## src/rtl/screen_writer_if.sv

```systemverilog
// Screen writer port bundle: CPU write side, fill control, and the RAM write port.
// Latency: none, wires only.
// Backpressure: cpu_ready travels back to the CPU alongside the write request.
interface screen_writer_if;
    logic [14:0] cpu_address;
    logic [15:0] cpu_data;
    logic        cpu_write;
    logic        cpu_ready;
    logic        fill_req;
    logic [15:0] fill_value;
    logic [12:0] write_address;
    logic [15:0] data_in;
    logic        load;
    logic        busy;
    logic        fill_done;

    // CPU / controller side
    modport master (
        output cpu_address, cpu_data, cpu_write, fill_req, fill_value,
        input  cpu_ready, write_address, data_in, load, busy, fill_done
    );

    // screen writer side
    modport slave (
        input  cpu_address, cpu_data, cpu_write, fill_req, fill_value,
        output cpu_ready, write_address, data_in, load, busy, fill_done
    );
endinterface

```

## src/rtl/screen_writer.sv

```systemverilog
// Screen RAM write front end: queues in-window CPU writes and runs a full-screen fill engine.
// Latency: CPU write accepted at edge N appears on load/write_address/data_in after edge N+1 when idle.
// Backpressure: cpu_ready drops while the write queue is full; fill stalls draining, never CPU enqueue.
module screen_writer #(
    parameter int          FIFO_DEPTH   = 4,
    parameter logic [14:0] SCREEN_BASE  = 15'h4000,
    parameter int          SCREEN_WORDS = 8192
) (
    input  logic            clk,
    input  logic            reset_n,
    screen_writer_if.slave  bus
);

    localparam int PW = $clog2(FIFO_DEPTH) + 1;
    localparam int IW = PW - 1;

    localparam logic [15:0] BASE_EXT = {1'b0, SCREEN_BASE};
    localparam logic [15:0] END_EXT  = BASE_EXT + 16'(SCREEN_WORDS);
    localparam logic [12:0] LAST_IDX = 13'(SCREEN_WORDS - 1);

    typedef enum logic {IDLE, FILL} state_t;

    typedef struct packed {
        logic [12:0] addr;
        logic [15:0] dat;
    } wr_ent_t;

    state_t        state, state_nxt;
    wr_ent_t       fifo_mem [FIFO_DEPTH];
    logic [PW-1:0] wr_ptr, rd_ptr;
    logic          fifo_empty, fifo_full;
    logic          in_window, push, pop;
    logic          fill_start, fill_end, fill_end_q;
    logic [12:0]   fill_cnt;
    logic [15:0]   fill_val;
    wr_ent_t       push_ent, rd_ent;
    logic [15:0]   addr_ext;

    assign addr_ext   = {1'b0, bus.cpu_address};
    assign in_window  = (addr_ext >= BASE_EXT) && (addr_ext < END_EXT);
    assign fifo_empty = (wr_ptr == rd_ptr);
    assign fifo_full  = (wr_ptr[IW-1:0] == rd_ptr[IW-1:0]) && (wr_ptr[PW-1] != rd_ptr[PW-1]);
    // Readiness is taken before any same-cycle pop: a full queue never bypasses.
    assign push       = bus.cpu_write && in_window && !fifo_full;
    assign push_ent   = '{addr: 13'(bus.cpu_address - SCREEN_BASE), dat: bus.cpu_data};
    assign rd_ent     = fifo_mem[rd_ptr[IW-1:0]];

    assign bus.cpu_ready = !fifo_full;
    assign bus.busy      = (state == FILL) || !fifo_empty;

    // Next state and per-cycle control: fill request wins the cycle, otherwise drain one entry.
    always_comb begin
        state_nxt  = state;
        fill_start = 1'b0;
        fill_end   = 1'b0;
        pop        = 1'b0;
        case (state)
            IDLE: begin
                if (bus.fill_req) begin
                    fill_start = 1'b1;
                    state_nxt  = FILL;
                end else begin
                    pop = !fifo_empty;
                end
            end
            FILL: begin
                if (fill_cnt == LAST_IDX) begin
                    fill_end  = 1'b1;
                    state_nxt = IDLE;
                end
            end
            default: state_nxt = IDLE;
        endcase
    end

    // State register.
    always_ff @(posedge clk or negedge reset_n) begin
        if (!reset_n) state <= IDLE;
        else          state <= state_nxt;
    end

    // Queue storage; contents are don't-care until the write pointer covers them.
    always_ff @(posedge clk) begin
        if (push) fifo_mem[wr_ptr[IW-1:0]] <= push_ent;
    end

    // Queue pointers; reset empties the queue and drops pending writes.
    always_ff @(posedge clk or negedge reset_n) begin
        if (!reset_n) begin
            wr_ptr <= '0;
            rd_ptr <= '0;
        end else begin
            if (push) wr_ptr <= wr_ptr + 1'b1;
            if (pop)  rd_ptr <= rd_ptr + 1'b1;
        end
    end

    // Registered RAM write port, fill counter and the done pulse one cycle after the last fill word.
    always_ff @(posedge clk or negedge reset_n) begin
        if (!reset_n) begin
            bus.load          <= 1'b0;
            bus.write_address <= '0;
            bus.data_in       <= '0;
            bus.fill_done     <= 1'b0;
            fill_end_q        <= 1'b0;
            fill_cnt          <= '0;
            fill_val          <= '0;
        end else begin
            bus.load      <= 1'b0;
            fill_end_q    <= fill_end;
            bus.fill_done <= fill_end_q;
            if (fill_start) begin
                fill_val <= bus.fill_value;
                fill_cnt <= '0;
            end
            if (state == FILL) begin
                bus.load          <= 1'b1;
                bus.write_address <= fill_cnt;
                bus.data_in       <= fill_val;
                fill_cnt          <= fill_cnt + 13'd1;
            end else if (pop) begin
                bus.load          <= 1'b1;
                bus.write_address <= rd_ent.addr;
                bus.data_in       <= rd_ent.dat;
            end
        end
    end

endmodule

```

## src/flat_wrapper.sv

```systemverilog
// flat-port wrapper written by rule: the top's interface ports become plain ports
module screen_writer_flat 
#(
    parameter int          FIFO_DEPTH   = 4,
    parameter logic [14:0] SCREEN_BASE  = 15'h4000,
    parameter int          SCREEN_WORDS = 8192
)
  (clk, reset_n, bus_cpu_address, bus_cpu_data, bus_cpu_write, bus_fill_req, bus_fill_value, bus_cpu_ready, bus_write_address, bus_data_in, bus_load, bus_busy, bus_fill_done);
  screen_writer_if bus_i ();
  input  logic clk;
  input  logic reset_n;
  input wire logic [$bits(bus_i.cpu_address)-1:0] bus_cpu_address;
  input wire logic [$bits(bus_i.cpu_data)-1:0] bus_cpu_data;
  input wire logic [$bits(bus_i.cpu_write)-1:0] bus_cpu_write;
  input wire logic [$bits(bus_i.fill_req)-1:0] bus_fill_req;
  input wire logic [$bits(bus_i.fill_value)-1:0] bus_fill_value;
  output wire logic [$bits(bus_i.cpu_ready)-1:0] bus_cpu_ready;
  output wire logic [$bits(bus_i.write_address)-1:0] bus_write_address;
  output wire logic [$bits(bus_i.data_in)-1:0] bus_data_in;
  output wire logic [$bits(bus_i.load)-1:0] bus_load;
  output wire logic [$bits(bus_i.busy)-1:0] bus_busy;
  output wire logic [$bits(bus_i.fill_done)-1:0] bus_fill_done;
  assign bus_i.cpu_address = bus_cpu_address;
  assign bus_i.cpu_data = bus_cpu_data;
  assign bus_i.cpu_write = bus_cpu_write;
  assign bus_i.fill_req = bus_fill_req;
  assign bus_i.fill_value = bus_fill_value;
  assign bus_cpu_ready = bus_i.cpu_ready;
  assign bus_write_address = bus_i.write_address;
  assign bus_data_in = bus_i.data_in;
  assign bus_load = bus_i.load;
  assign bus_busy = bus_i.busy;
  assign bus_fill_done = bus_i.fill_done;
  screen_writer #(.FIFO_DEPTH(FIFO_DEPTH), .SCREEN_BASE(SCREEN_BASE), .SCREEN_WORDS(SCREEN_WORDS)) u_core (.clk(clk), .reset_n(reset_n), .bus(bus_i));
endmodule
```

## config.mk

```make
export PLATFORM = sky130hd
export DESIGN_NAME = screen_writer_flat
export DESIGN_NICKNAME = d
export VERILOG_FILES = /design/src/rtl/screen_writer_if.sv /design/src/rtl/screen_writer.sv /design/src/flat_wrapper.sv
export SDC_FILE = /design/constraint.sdc
export NUM_CORES = 1
export LEC_CHECK = 0
export CAP_MARGIN = 20
export CELL_PAD_IN_SITES_DETAIL_PLACEMENT = 2
export CELL_PAD_IN_SITES_GLOBAL_PLACEMENT = 2
export CORE_AREA = 2 2 142 144
export DETAILED_ROUTE_END_ITERATION = 7
export DIE_AREA = 0 0 144 146
export PLACE_DENSITY = 0.74
export SYNTH_ARGS = -nofsm -noshare
export SYNTH_HDL_FRONTEND = slang
export SYNTH_SLANG_ARGS = --single-unit
```

## constraint.sdc

```tcl
create_clock -name clk -period 2.9 [get_ports clk]
set_clock_uncertainty 0.2 [all_clocks]
set_input_delay 0.435 -clock clk [delete_from_list [all_inputs] [get_ports clk]]
set_output_delay 0.435 -clock clk [all_outputs]
set_load 0.005 [all_outputs]
```

==> results of run 1 <==
cell type report:
| class | instances | share of cell area (%) |
|---|---|---|
| repair buffers | 107 | 10.7 |
| inverters | 31 | 1.23 |
| multi-input cells | 250 | 23.5 |
| clock inverters | 13 | 1.72 |
| well taps | 265 | 3.51 |
| clock buffers | 17 | 4.50 |
| flip-flops and latches | 184 | 54.8 |
placed cells by master (no fill, tap or decap), types with 17 or more instances in the layout:
| master | synthesis | routed |
|---|---|---|
| edfxtp_1 | 116 | 116 |
| clkdlybuf4s50_1 | 0 | 82 |
| dfrtp_1 | 68 | 66 |
| nand2_1 | 62 | 62 |
| o311ai_0 | 35 | 34 |
| inv_1 | 31 | 31 |
| mux4_2 | 29 | 29 |
| a22oi_1 | 28 | 28 |
| o311ai_1 | 25 | 26 |
| buf_4 | 2 | 23 |
| clkbuf_16 | 0 | 17 |
worst max-delay path, delay by kind of cell (launching register included):
| family | cells | cell delay, ns |
|---|---|---|
| flip-flops | 1 | 0.54 |
| AND/OR/NAND/NOR | 1 | 0.16 |
| XOR/XNOR | 1 | 0.49 |
| buffers and inverters | 1 | 0.48 |
report_power, final:
group	leakage [nW]	internal (mW)	total [mW]	switching, mW
logic	1.20	0.685	1.56	0.871
registers	1.89	3.10	3.43	0.329
clock network	0.290	1.29	2.33	1.03
total	3.38	5.07	7.31	2.23
final timing paths:
kind                                   start                           to  slack (ns)
min reg2reg                u_core.fill_end_q         u_core.bus.fill_done        0.16
min in group asynchronous            reset_n  u_core.bus.write_address[6]        0.40
min                        u_core.fill_end_q         u_core.bus.fill_done        0.16
max                         u_core.rd_ptr[0]                bus_cpu_ready        0.17
max reg2reg                 u_core.rd_ptr[2]        u_core.bus.data_in[0]        0.27
max in group asynchronous            reset_n          u_core.fill_val[10]        1.20
routing by layer:
| metal | share of wire [%] | GRT usage [%] | wire length (um) |
|---|---|---|---|
| met1 | 45 | 28.3 | 9250 |
| met2 | 50 | 32.7 | 10200 |
| met3 | 3.2 | 3.72 | 653 |
| met4 | 0.98 | 5.54 | 199 |
| met5 | 0 | 0 | 0 |
flip-flops by register name, summed over array words and instances, names as in the netlist, 3 cells and up:
register / cells
u_core.bus.data_in: 16
u_core.bus.write_address: 13
u_core.fifo_mem: 116
u_core.fill_cnt: 13
u_core.fill_val: 16
u_core.rd_ptr: 3
u_core.wr_ptr: 3
logic make-up (layout without fill, tap and decap cells):
logic type | after synthesis | after routing | synth area share, %
muxes | 35 | 35 | 9.33
DFF | 184 | 184 | 67.6
xor gates and xnor gates | 13 | 14 | 1.48
adders and majority gates | 6 | 6 | 0.979
buffers and inverters | 71 | 168 | 4.13
AOI/OAI and AO/OA | 105 | 105 | 11.2
and+or+nand+nor | 90 | 90 | 5.30
stage by stage:
stage	power (mW)	utilization, %	cells	hold WS [ns]
final	7.31	48.9	867	0.156
after global placement	4.82	45.6	834	0.133
after detailed placement	4.96	45.6	834	0.140
after CTS	7.37	48.9	866	0.155
after global routing	7.65	48.9	867	0.172
after floorplan	4.28	-	504	-0.0606
repair_timing:
| item | CTS | global route |
|---|---|---|
| pin swaps | 1 | 1 |
| setup buffers | 0 | 1 |
| cloned | 1 | 0 |
| endpoints found under the hold margin | 24 | 0 |
| hold buffers | 1 | 0 |
| endpoints found under the setup margin | 2 | 2 |
| resized for setup | 2 | 1 |
==> summary.txt, run 1 <==
Timing
  – Fin crit share: 94.0%
  – Setup TNS: 0 ns
  – Final Hold Fails: 0
  – Peak Freq: 0.367 GHz
  – Slew HR: 52.5%
  – Slew Viols, Final: 0
  – Unrepaired setup endpoints after global routing: no
  – Worst-Margin Slew: 0.712 ns
  – Final setup fails: 0
  – Min setup slack post-route: 0.174 ns
  – Tmin final: 2.73 ns

Route
  – DR WL/cell: 23.5 um
  – DR vias: 4752
  – Final wirelength: 20.3 mm
  – Drc violations: 0
  – Initial DRC Count: 269
  – Routed Antenna Nets: 0
  – DRT Pass-1 Iters: 4
  – Via/cell ratio: 5.48

Clock tree
  – Clk_lat worst skew: 0.42 ns
  – Longest Clk Path Bufs: 2
  – Root Driver: clkbuf_16
  – Total CTS buffers: 17
  – Clk slew on worst S/H paths: 0.07 ns
  – Htree depth: 4
  – TritonCTS clock tree: built
  – CTS sink count: 184

Floorplanning
  – Die H: 146 um
  – Core Footprint: 19300 um2
  – Horiz. Die Dim: 144 um
  – Die area: 21000 um2
  – Rows: 51
  – I/O Pins: 84
  – Initial Utilization: 39.7%

Logic synthesis
  – Seq cells post-synth: 184
  – Count leader, synth: edfxtp_1
  – Synth Flop Type: edfxtp_1
  – Synth top area cells: edfxtp_1, dfrtp_1, mux4_2, o311ai_0, nand2_1
  – Sequential element share of the synthesized area: 67.6%
  – Number of flops mapped to enable cells by yosys: 116
  – Post-synthesis instance total: 504
  – Leading area contributor after synthesis: edfxtp_1
  – Mapped cell area: 7670 um2
  – Top cell type's share of synthesized area: 45.4%
  – Ys async rst share: 37.0%
  – Syn nets: 561
  – YS warnings: 0
  – Post-synth top cells: edfxtp_1, dfrtp_1, nand2_1
  – Synth cell types: 41
  – Syn Area/Cell: 15.2 um2

Global routing
  – First-pass GRT wire length: 31.8 mm
  – Largest net degree at the start of global routing: 39
  – GRT Residual Overflow: 0
  – Initial antenna violation count: 0
  – GRT Util Overall: 20.2%
  – Vias in the first global route: 5224

Worst setup path
  – Startpoint Class: register
  – Critical path endpoint category: primary output
  – Max incr delay on CP: 0.54 ns
  – Sequence of cells on the critical path: xnor2_1 > nand3_1 > clkdlybuf4s50_1
  – Kind of critical path: reg2out
  – Slowest CP cell: dfrtp_2
  – Peak fanout along the critical path: 10
  – CP Data Arrival Time: 2.09 ns
  – Required time at the worst-slack endpoint: 2.27 ns
  – Cells on worst reg2reg path: 3

Place
  – RePlAce Congestion: 0.746
  – Port Buffers: 83
  – DP HPWL: 13.5 mm
  – Placed Instance Area: 8820 um2
  – Dpl ws: 0.0346 ns

Power
  – LEAKAGE: 3.38 nW
  – VDD IR max: 533 uV
  – PD cells: 773 nW/um2

Cells and area
  – ANT cells: 0
  – Share of post-route cells with drive strength above 1: 15.6%
  – Register area: 5190 um2
  – Synth-to-Final Area Change: 23.3%
  – NumNets Final: 648
  – Multi-input gate area: 2230 um2
  – Fin area: 9460 um2
  – # fillers: 1785

Min path
  – Hold path cells: 0
  – Hold Path Class: reg2reg

Status
  – Status: finished, final reports clean

Job
  – Number of max-cap violations: 0
(Power assumes the default switching activity.)
==> run 2, diff against run 1 <==
CTS_CLUSTER_DIAMETER = 40   (was not set)
PLACE_DENSITY = not set   (was 0.74)
PLACE_DENSITY_LB_ADDON = 0.1   (was not set)
==> run 2 against run 1 <==
Effect of this change:
- flip-flop and latch count unchanged
- wire length decreased by 4.0%
- via count decreased by 0.90%
- cell area increased by 0.25%
- clock power increased by 3%
- hold slack got worse by 0.0041 ns
- die area unchanged
- register-to-register slack improved by 0.21 ns
- combinational power about the same
- cell count increased by 0.35%
- sequential share of layout area decreased by 0.14 points
- setup slack got worse by 0.025 ns
- critical path type unchanged
- largest power group unchanged
==> summary.txt, run 2 (same netlist as run 1, synthesis figures left out) <==
Timing
  – Peak Freq: 0.363 GHz (-0.91%)
  – Unrepaired setup endpoints after global routing: no
  – Final Hold Fails: 0 (unchanged)
  – Setup TNS: 0 ns (unchanged)
  – Final setup fails: 0 (unchanged)
  – Slew HR: 56.7% (+4.2 points)
  – Fin crit share: 94.9% (+0.87 points)
  – Tmin final: 2.75 ns (+0.0252 ns)
  – Slew Viols, Final: 0 (unchanged)
  – Worst-Margin Slew: 0.643 ns (-0.0691 ns)

Global routing
  – Vias in the first global route: 5184 (-0.77%)
  – Initial antenna violation count: 0 (unchanged)
  – First-pass GRT wire length: 31.2 mm (-2.0%)
  – GRT Util Overall: 19.9% (-0.36 points)
  – GRT Residual Overflow: 0 (unchanged)
  – Largest net degree at the start of global routing: 69 (+77%)

Route
  – DRT Pass-1 Iters: 4 (unchanged)
  – Sum of routed wire segments on met1: 9.18 mm (-0.74%)
  – Final wirelength: 19.5 mm (-4.0%)
  – DR WL met3: 630 um (-3.5%)
  – Drc violations: 0 (unchanged)
  – Routed Antenna Nets: 0 (unchanged)
  – DR WL/cell: 22.4 um (-4.3%)
  – Initial DRC Count: 255 (-5.2%)
  – DR vias: 4709 (-0.90%)
  – DR top layer: met4
  – WL met2: 9.55 mm (-6.7%)
  – Via/cell ratio: 5.41 (-1.2%)

Floorplanning
  – Initial Utilization: 39.7% (unchanged)
  – I/O Pins: 84 (unchanged)
  – Core Footprint: 19300 um2 (unchanged)
  – Die area: 21000 um2 (unchanged)
  – Horiz. Die Dim: 144 um (unchanged)
  – Die H: 146 um (unchanged)
  – Rows: 51 (unchanged)

Place
  – RePlAce Congestion: 0.730 (-2.2%)
  – Port Buffers: 83 (unchanged)
  – DP HPWL: 13.1 mm (-3.0%)

Power
  – Combinational power share: 21.3% (about the same)
  – PD cells: 774 nW/um2 (+0.22%)
  – Clock share of power: 32.6% (+0.8 points)
  – LEAKAGE: 3.39 nW (+0.35%)
  – Sw Pwr: 2.29 mW (+2.6%)
  – Flop pwr share: 46.1% (-0.8 points)
  – Sw Ratio: 31.2% (+0.64 points)
  – VDD IR max: 432 uV (-19%)
  – Internal power: 5.05 mW (-0.46%)

Clock tree
  – Clk_lat worst skew: 0.44 ns (+0.02 ns)
  – Clk slew on worst S/H paths: 0.07 ns (about the same)
  – Setup bufs post-CTS: 0 (unchanged)
  – Root Driver: clkbuf_16
  – Total CTS buffers: 17 (unchanged)
  – CTS sink count: 184 (unchanged)
  – Longest Clk Path Bufs: 2 (unchanged)
  – Htree depth: 4 (unchanged)
  – TritonCTS clock tree: built

Worst setup path
  – Largest delay share family, worst path: buffers and inverters
  – Max incr delay on CP: 0.49 ns (-0.05 ns)
  – Kind of critical path: reg2out
  – Peak fanout along the critical path: 6 (-4)
  – Critical path endpoint category: primary output
  – Startpoint Class: register
  – Critical path buffer and inverter count: 2 (+1)
  – Sequence of cells on the critical path: xor2_2 > nor3_1 > buf_4 > nand2b_1 > clkdlybuf4s50_1
  – Slowest CP cell: dfrtp_1
  – Required time at the worst-slack endpoint: 2.27 ns (about the same)
  – CP Data Arrival Time: 2.12 ns (+0.03 ns)

Cells and area
  – Synth-to-Final Area Change: 23.6%
  – Share of post-route cells with drive strength above 1: 15.7% (+0.088 points)
  – Commonest non-fill, non-tap cell in the layout: edfxtp_1
  – NumNets Final: 649 (+0.15%)
  – Final core occ: 49.0% (+0.12 points)
  – Most frequent cells in the layout: edfxtp_1, clkdlybuf4s50_1, dfrtp_1
  – ANT cells: 0 (unchanged)
  – Max FFs per register: 116 (unchanged)

Status
  – Status: finished, final reports clean

Min path
  – Hold Path Class: reg2reg

Job
  – Number of max-cap violations: 0 (unchanged)
==> run 2: layout make-up <==
| type | instances | area, um2 |
|---|---|---|
| fill | 1818 | 9850 |
| sequential | 184 | 5190 |
| multi-input combinational | 249 | 2190 |
| timing repair buffer | 109 | 1060 |
| clock buffer | 17 | 425 |
| tap | 265 | 332 |
| clock inverter | 15 | 174 |
| inverter | 31 | 116 |
==> run 2: worst paths after layout <==
check | start | end | slack, ns | depth (start not counted)
min | u_core.fill_end_q | u_core.bus.fill_done | 0.15 | 0
min in group asynchronous | reset_n | u_core.fill_cnt[8] | 0.35 | 3
max | u_core.wr_ptr[1] | bus_busy | 0.15 | 5
min reg2reg | u_core.fill_end_q | u_core.bus.fill_done | 0.15 | 0
max in group asynchronous | reset_n | u_core.rd_ptr[0] | 1.81 | 3
max reg2reg | u_core.wr_ptr[1] | u_core.fifo_mem[0][13] | 0.48 | 5
==> run 2: repair_timing <==
item,4_1_cts,5_1_grt
endpoints found under the hold margin,68,0
hold buffers,1,0
resized for setup,0,0
==> run 2: layer usage <==
layer | global-route usage [%] | up-vias
li1 | - | 2141
met1 | 28.7 | 2483
met2 | 31.3 | 76
met3 | 4.08 | 9
met4 | 4.41 | 0
met5 | 0 | -
==> run 2: worst register-to-register path: stages, from the launching register on <==
cell	delay (ns)
dfrtp_1	0.52
xor2_2	0.23
buf_4	0.27
o31a_1	0.27
and2_1	0.40
buf_4	0.25
==> run 2: power by group through the flow <==
stage / Sequential [mW] / Clock, mW / Combinational, mW
final: 3.38 / 2.39 / 1.56
after global routing: 3.44 / 2.53 / 1.76
after CTS: 3.39 / 2.44 / 1.59
after detailed placement: 3.44 / 0 / 1.57
after global placement: 3.42 / 0 / 1.50
after floorplan: 3.34 / 0 / 0.935
==> run 2: metrics by stage <==
stage	hold slack [ns]	power [mW]	cells	instance area (um2)	worst slack (ns)
2_1_floorplan	-0.0606	4.28	504	7670	0.544
3_3_place_gp	0.135	4.92	837	8870	0.428
3_5_place_dp	0.138	5.01	837	8870	0.367
5_1_grt	0.173	7.73	870	9480	0.0374
6_report	0.152	7.34	870	9480	0.149
4_1_cts	0.154	7.42	870	9480	0.122
==> run 3, diff against run 2 <==
GPL_TIMING_DRIVEN = 0   (was not set)
==> run 3 against run 2 <==
Effect of this change:
- non-clock buffer count is 14 higher
- critical path depth is 1 lower
- total power is 0.10% lower
- cell area hardly changed
- via count is 1.5% higher
- hold slack better by 0.011 ns
- sequential share of layout area hardly changed
- largest cell class unchanged
==> summary.txt, run 3 (same netlist as run 1, synthesis figures left out) <==
Status
  – Status: finished, final reports clean

Timing
  – Unrepaired setup endpoints after global routing: no
  – Worst-Margin Slew: 0.968 ns (+0.325 ns)
  – Worst hold slack: 0.163 ns (+0.0106 ns)
  – Final setup fails: 0 (unchanged)
  – Peak Freq: 0.377 GHz (+3.7%)
  – Min setup slack post-route: 0.247 ns (+0.0987 ns)
  – Slew HR: 35.4% (-21 points)
  – Slew Viols, Final: 0 (unchanged)
  – Fin crit share: 91.5% (-3.4 points)
  – Tmin final: 2.65 ns (-0.0987 ns)
  – Final Hold Fails: 0 (unchanged)

Power
  – LEAKAGE: 3.37 nW (-0.62%)
  – PD cells: 773 nW/um2 (-0.12%)
  – Power, Total: 7.33 mW (-0.10%)
  – VDD IR max: 492 uV (+14%)

Cells and area
  – Commonest non-fill, non-tap cell in the layout: edfxtp_1
  – Max FFs per register: 116 (unchanged)
  – Share of post-route cells with drive strength above 1: 14.1% (-1.6 points)
  – ANT cells: 0 (unchanged)
  – Most frequent cells in the layout: edfxtp_1, clkdlybuf4s50_1, dfrtp_1
  – Synth-to-Final Area Change: 23.6% (about the same)
  – Fin area: 9480 um2 (about the same)
  – NumNets Final: 663 (+2.2%)

Clock tree
  – Setup bufs post-CTS: 0 (unchanged)
  – Root Driver: clkbuf_16
  – Htree depth: 4 (unchanged)
  – TritonCTS clock tree: built
  – Total CTS buffers: 17 (unchanged)
  – Clk_lat worst skew: 0.43 ns (about the same)
  – Longest Clk Path Bufs: 2 (unchanged)
  – CTS sink count: 184 (unchanged)
  – Clk slew on worst S/H paths: 0.08 ns (about the same)

Global routing
  – GRT Util Overall: 19.8% (-0.035 points)
  – Vias in the first global route: 5235 (+0.98%)
  – GRT Residual Overflow: 0 (unchanged)
  – First-pass GRT wire length: 31.2 mm (+0.20%)
  – Largest net degree at the start of global routing: 69 (unchanged)
  – Initial antenna violation count: 0 (unchanged)

Route
  – Initial DRC Count: 244 (-4.3%)
  – Routed Antenna Nets: 0 (unchanged)
  – DR vias: 4780 (+1.5%)
  – Via/cell ratio: 5.41 (about the same)
  – DR WL/cell: 22.2 um (-0.98%)
  – Drc violations: 0 (unchanged)
  – DRT Pass-1 Iters: 4 (unchanged)
  – Final wirelength: 19.6 mm (+0.61%)

Min path
  – Hold Path Sink: u_core.bus.fill_done
  – Min-delay src: u_core.fill_end_q
  – Hold path cells: 0 (unchanged)
  – Hold Path Class: reg2reg

Floorplanning
  – I/O Pins: 84 (unchanged)
  – Core Footprint: 19300 um2 (unchanged)
  – Initial Utilization: 39.7% (unchanged)
  – Die H: 146 um (unchanged)
  – Rows: 51 (unchanged)
  – Die area: 21000 um2 (unchanged)
  – Horiz. Die Dim: 144 um (unchanged)

Place
  – DP HPWL: 13.8 mm (+5.1%)
  – RePlAce Congestion: 0.746 (+2.2%)
  – Dpl ws: 0.0170 ns (-0.350 ns)
  – Port Buffers: 82 (-1.2%)
  – Placed Instance Area: 8840 um2 (-0.38%)

Worst setup path
  – Required time at the worst-slack endpoint: 2.27 ns (about the same)
  – Critical path endpoint category: primary output
  – Startpoint Class: register
  – R2r setup slk: 0.33 ns (-0.15 ns)
  – Cells on worst reg2reg path: 4 (-1)
  – Kind of critical path: reg2out
  – Peak fanout along the critical path: 10 (+4)
  – Reg2reg start: u_core.rd_ptr[2]
  – Critical R2R Capture: u_core.fifo_mem[3][28]
  – CP Data Arrival Time: 2.02 ns (-0.10 ns)

Job
  – Number of max-cap violations: 0 (unchanged)
run 3: per-stage QoR:
stage	utilization, %	cells	setup TNS [ns]
6_report	49.0	884	0
5_1_grt	49.0	884	0
4_1_cts	49.0	884	0
2_1_floorplan	-	504	0
3_3_place_gp	45.6	851	-123.81
3_5_place_dp	45.7	852	0
run 3: how the worst max path moves through the flow:
stage                         from                      to  cells past startpoint
3_3_place_gp               reset_n  u_core.bus.data_in[11]                      1
5_1_grt           u_core.rd_ptr[2]           bus_cpu_ready                      4
6_report          u_core.rd_ptr[2]           bus_cpu_ready                      4
4_1_cts           u_core.rd_ptr[1]                bus_busy                      6
2_1_floorplan     u_core.rd_ptr[1]   u_core.fifo_mem[0][0]                      4
3_5_place_dp   bus_cpu_address[14]  u_core.fifo_mem[3][16]                      5
run 3: what timing repair did:
| action | CTS | global route |
|---|---|---|
| gates cloned | 0 | 0 |
| pin swaps | 0 | 1 |
| resized for setup | 8 | 11 |
| endpoints found under the hold margin | 68 | 0 |
| hold buffers | 1 | 0 |
| endpoints found under the setup margin | 1 | 2 |
run 3: critical path, cell delays in order (launching register included):
cell and delay [ns]:
dfrtp_1 0.43, xor2_1 0.29, clkbuf_2 0.25, nand3_1 0.13
clkdlybuf4s50_1 0.48
run 3: report_power, final:
part / switching [mW] / internal, mW
sequential: 0.287 / 3.10
combinational: 0.886 / 0.732
clock: 1.16 / 1.17
run 3: routing by layer:
metal  vias to the layer above  GRT usage (%)  wire, um
li1                       2180              -         -
met1                      2504           27.6      9080
met2                        84           32.9      9930
met3                        12           3.26       505
met4                         0           4.56       120
met5                         -              0         0
run 3: area by class of cell:
| class | instances | area, um2 |
|---|---|---|
| sequential | 184 | 5180 |
| fill | 1786 | 9850 |
| clock buffer | 18 | 429 |
| inverter | 31 | 116 |
| buffer | 39 | 211 |
| multi-input combinational | 249 | 2200 |
| timing repair buffer | 84 | 846 |
| clock inverter | 14 | 165 |
| tap | 265 | 332 |
